## config.mk

```make
export PLATFORM = sky130hd
export DESIGN_NAME = uart_tx_byte_fifo
export DESIGN_NICKNAME = d
export VERILOG_FILES = /design/src/rtl/uart_tx_byte_fifo.sv
export SDC_FILE = /design/constraint.sdc
export NUM_CORES = 1
export LEC_CHECK = 0
export ABC_AREA = 1
export CAP_MARGIN = 10
export CORE_ASPECT_RATIO = 1.1
export CORE_MARGIN = 3
export CORE_UTILIZATION = 50
export DETAILED_ROUTE_END_ITERATION = 12
export DONT_BUFFER_PORTS = 1
export HOLD_SLACK_MARGIN = 0.15
export PLACE_DENSITY = 0.7
export SLEW_MARGIN = 20
export SYNTH_ARGS = -nofsm -noshare
export SYNTH_HDL_FRONTEND = slang
export SYNTH_SLANG_ARGS = --single-unit
export TNS_END_PERCENT = 30
```

## constraint.sdc

```tcl
create_clock -name clk_48mhz -period 4.1 [get_ports clk_48mhz]
set_input_delay 0.82 -clock clk_48mhz [delete_from_list [all_inputs] [get_ports clk_48mhz]]
set_output_delay 0.82 -clock clk_48mhz [all_outputs]
set_load 0.01 [all_outputs]
```

## src/rtl/uart_tx_byte_fifo.sv

```systemverilog
// uart_tx_byte_fifo: byte FIFO between strobe-only terminal producers and
// the usb_uart uart_in valid/ready pipeline. First-word-fall-through read,
// strobes dropped when full (recorded in a sticky overflow flag).
module uart_tx_byte_fifo #(
    parameter int AW = 4
) (
    input  logic          clk_48mhz,
    input  logic          reset_n,
    input  logic [7:0]    wr_data,
    input  logic          wr_strobe,
    input  logic          clr_overflow,
    output logic [7:0]    uart_in_data,
    output logic          uart_in_valid,
    input  logic          uart_in_ready,
    output logic [AW:0]   level,
    output logic          full,
    output logic          empty,
    output logic          overflow
);

    localparam int DEPTH = 2 ** AW;

    logic [7:0]  r_mem [DEPTH];
    logic [AW:0] r_wr_ptr;
    logic [AW:0] r_rd_ptr;
    logic        r_overflow;

    logic        w_pop;
    logic        w_push;
    logic        w_drop;

    // Status decode from registered pointers only; ready never reaches valid.
    always_comb begin
        level         = r_wr_ptr - r_rd_ptr;
        empty         = (r_wr_ptr == r_rd_ptr);
        full          = (r_wr_ptr[AW] != r_rd_ptr[AW]) &&
                        (r_wr_ptr[AW-1:0] == r_rd_ptr[AW-1:0]);
        uart_in_valid = !empty;
        uart_in_data  = r_mem[r_rd_ptr[AW-1:0]];
        overflow      = r_overflow;
        // A pop at the same edge frees the slot, so a full FIFO still accepts.
        w_pop         = uart_in_valid && uart_in_ready;
        w_push        = wr_strobe && (!full || w_pop);
        w_drop        = wr_strobe && full && !w_pop;
    end

    // Storage array; not cleared by reset, writes suppressed during reset.
    always_ff @(posedge clk_48mhz) begin
        if (reset_n && w_push)
            r_mem[r_wr_ptr[AW-1:0]] <= wr_data;
    end

    // Pointer and sticky overflow update; a drop beats a same-edge clear.
    always_ff @(posedge clk_48mhz) begin
        if (!reset_n) begin
            r_wr_ptr   <= '0;
            r_rd_ptr   <= '0;
            r_overflow <= 1'b0;
        end else begin
            if (w_push)
                r_wr_ptr <= r_wr_ptr + 1'b1;
            if (w_pop)
                r_rd_ptr <= r_rd_ptr + 1'b1;
            if (w_drop)
                r_overflow <= 1'b1;
            else if (clr_overflow)
                r_overflow <= 1'b0;
        end
    end

endmodule

```

==> impl_metrics.tcl <==
set metrics [dict create \
    grt_max_degree 76 \
    hold_class "in -> reg" \
    core_sq_um 12140 \
    rsz0062_at_grt "false" \
    reg2reg_to "r_mem[14][5]" \
    root_buffer "clkbuf_16" \
    ant_nets 0 \
    hold_end "r_mem[13][3]" \
    fillCellCount 1012 \
    r2r_cells 8 \
    overflow 0 \
    die_y_microns 123.5 \
    vdd_ir_drop_max_uv 249.6 \
    remaining_drc_errors 0 \
    fin_nets 621 \
    finalCritPeriodShare_pct 73.65 \
    max_freq_ghz 0.3312 \
    hpwl_microns 8539 \
    yosysSeqAreaShare_pct 66.08 \
    drv_slew 0 \
    final_area_sq_um 6909 \
    viasPerCell 5.447 \
    synthTopCellsByCount "nand2_1, edfxtp_1, nand3_1" \
    routed_wl_microns 13460 \
    worstHoldStart "wr_data[3]" \
    htreeDepth 4 \
    endpoint_kind "output pin" \
    ctsHoldBuffers 0 \
    io_pins 30 \
    post_cts_buffers 0 \
    tightest_slew_ps 957.7 \
    cpPeakStageDelay_ps 570 \
    grt_pass1_vias 4064 \
    slew_headroom_pct 35.92 \
    critical_path.top_delay_family "simple AND/OR/NAND/NOR gates" \
    dieArea_sq_um 13920 \
    critPathRequiredTime_ps 3280 \
    layout_min_cycle_time_ps 3020 \
    dr_total_vias 4167 \
    grt_pass1_wl_microns 21490 \
    p_leak_nw 2.634 \
    cts_tree "yes" \
    cap_violations 0 \
    syn-instance-count 604 \
    portBuffers 0 \
    cpMaxStageDelayCell "dfxtp_1" \
    area_growth_pct 10.18 \
    crit_chain "inv_2 -> nor2_1 -> o21ai_0 -> nand3_1 -> nand3_1 -> nand2_1" \
    place_area_sq_um 6355 \
    drive_gt1_share_pct 8.511 \
    r2r-start "r_wr_ptr[2]" \
    powerDensity_nw_per_um2 506.8 \
    ys_warn_count 0 \
    place_congestion 0.8542 \
    fin_util_pct 56.92 \
    cts_buffers 17 \
    cts_sinks 143 \
    insertion_delay_ps 420 \
    antenna_found_initial 0 \
    initial_utilization_pct 51.66 \
    fin_skew_ps 7.724 \
    status "completed" \
    synth_area_leaders "edfxtp_1, nand2_1, nand3_1" \
    yosys.area.top_type "edfxtp_1" \
    cts_resized 0 \
    synth_top_area_share_pct 61.29 \
    track_usage_pct 20.45 \
    clockBufferDepth 2 \
    syn_area_per_cell_sq_um 10.38 \
    totalPowerFinal_w 0.003502 \
    reg2reg_slack_ps 1420 \
    yosys_most_used_dff "edfxtp_1" \
    start_kind "flop" \
    final.setup.tns_ps 0 \
    syn_nets 627 \
    cpMostUsedCell "nand3_1" \
    synth-seq-cells 143 \
    crit_arrival_ps 2200 \
    drt_iter0_drc 406 \
    rows 42 \
    clk_pin_slew_ps 60 \
    yosysMostFrequentCell "nand2_1" \
    ys_types 27 \
    wl_per_cell_microns 17.59 \
    n_antenna_cell 0 \
    synth_area_sq_um 6271 \
    critPathMaxFanout 53 \
    setup_violations 0 \
    cp_num_buf_inv 1 \
    hold_depth 0 \
    hold_violations 0 \
    path_class "reg -> out" \
    async_flop_share_pct 0 \
    hold_ws_ps 491.9 \
    die_w_microns 112.8 \
    synth_edf_count 128 \
    dr.pass1.iters 5 \
]
-- how the worst max path moves through the flow --
stage | start | endpoint | slack (ps) | cells after the start
2_1_floorplan | r_wr_ptr[0] | level[4] | 1760 | 5
3_3_place_gp | r_wr_ptr[0] | r_mem[14][1] | 1510 | 9
3_5_place_dp | r_wr_ptr[2] | r_mem[9][2] | 1370 | 8
4_1_cts | flop | uart_in_data[3] | 1080 | 6
5_1_grt | flop | uart_in_data[7] | 910 | 5
6_report | flop | uart_in_data[3] | 1080 | 6
-- worst reg2reg max path, delay by kind of cell, from the launching register on --
family                   cells  cell delay [ps]
AND/OR/NAND/NOR              6             1270
adder cells (fa/ha/maj)      1              360
flip-flops                   1              570
buffers and inverters        1               90
-- cell families after synthesis --
logic type | after synthesis | synth area share (%)
buffers and inverters | 77 | 4.988
adder cells (fa/ha/maj) | 10 | 2.115
AND/OR/NAND/NOR | 325 | 22.13
flip-flops | 143 | 66.08
XOR/XNOR | 5 | 0.6983
AO/OA/AOI/OAI | 44 | 3.990
-- flip-flops by register name, summed over array words and instances, names as in the netlist, named ones only --
register,flops
overflow,1
r_mem,128
r_rd_ptr,5
r_wr_ptr,5
-- metrics by stage --
| stage | setup WS (ps) | std cells |
|---|---|---|
| 6_report | 1080 | 765 |
| 5_1_grt | 911.0 | 765 |
| 4_1_cts | 1076 | 765 |
| 3_5_place_dp | 1373 | 733 |
| 3_3_place_gp | 1514 | 733 |
| 2_1_floorplan | 1764 | 604 |
-- layout by cell type, fill, tap and decap left out, types with 10 or more instances in the layout --
cell       instances
nand3_1           66
dfxtp_1           14
nor2_2            10
edfxtp_1         128
nand2_1          176
clkbuf_16         17
nor2_1            60
inv_1             46
o211ai_1          11
o21ai_0           22
-- routing by layer --
metal	track usage (%)	wire [microns]
met3	5.042	621
met1	25.50	5689
met2	33.81	6758
met5	0	0
met4	9.542	386
-- power by group --
group / internal, W / switching [W]
Clock: 0.000880 / 0.000565
Combinational: 0.000127 / 0.000302
Sequential: 0.00161 / 0.0000218
-- cell type report --
| cell class | instances | area (sq um) | area share, % |
|---|---|---|---|
| Clock buffer | 18 | 429.2 | 6.212 |
| Clock inverter | 14 | 125.1 | 1.811 |
| Inverter | 50 | 187.7 | 2.716 |
| Multi-Input combinational cell | 384 | 1814 | 26.26 |
| Sequential cell | 143 | 4145 | 60.00 |
| Tap cell | 154 | 192.7 | 2.789 |
| Timing Repair Buffer | 2 | 15.01 | 0.2173 |
(Power assumes the default switching activity.)
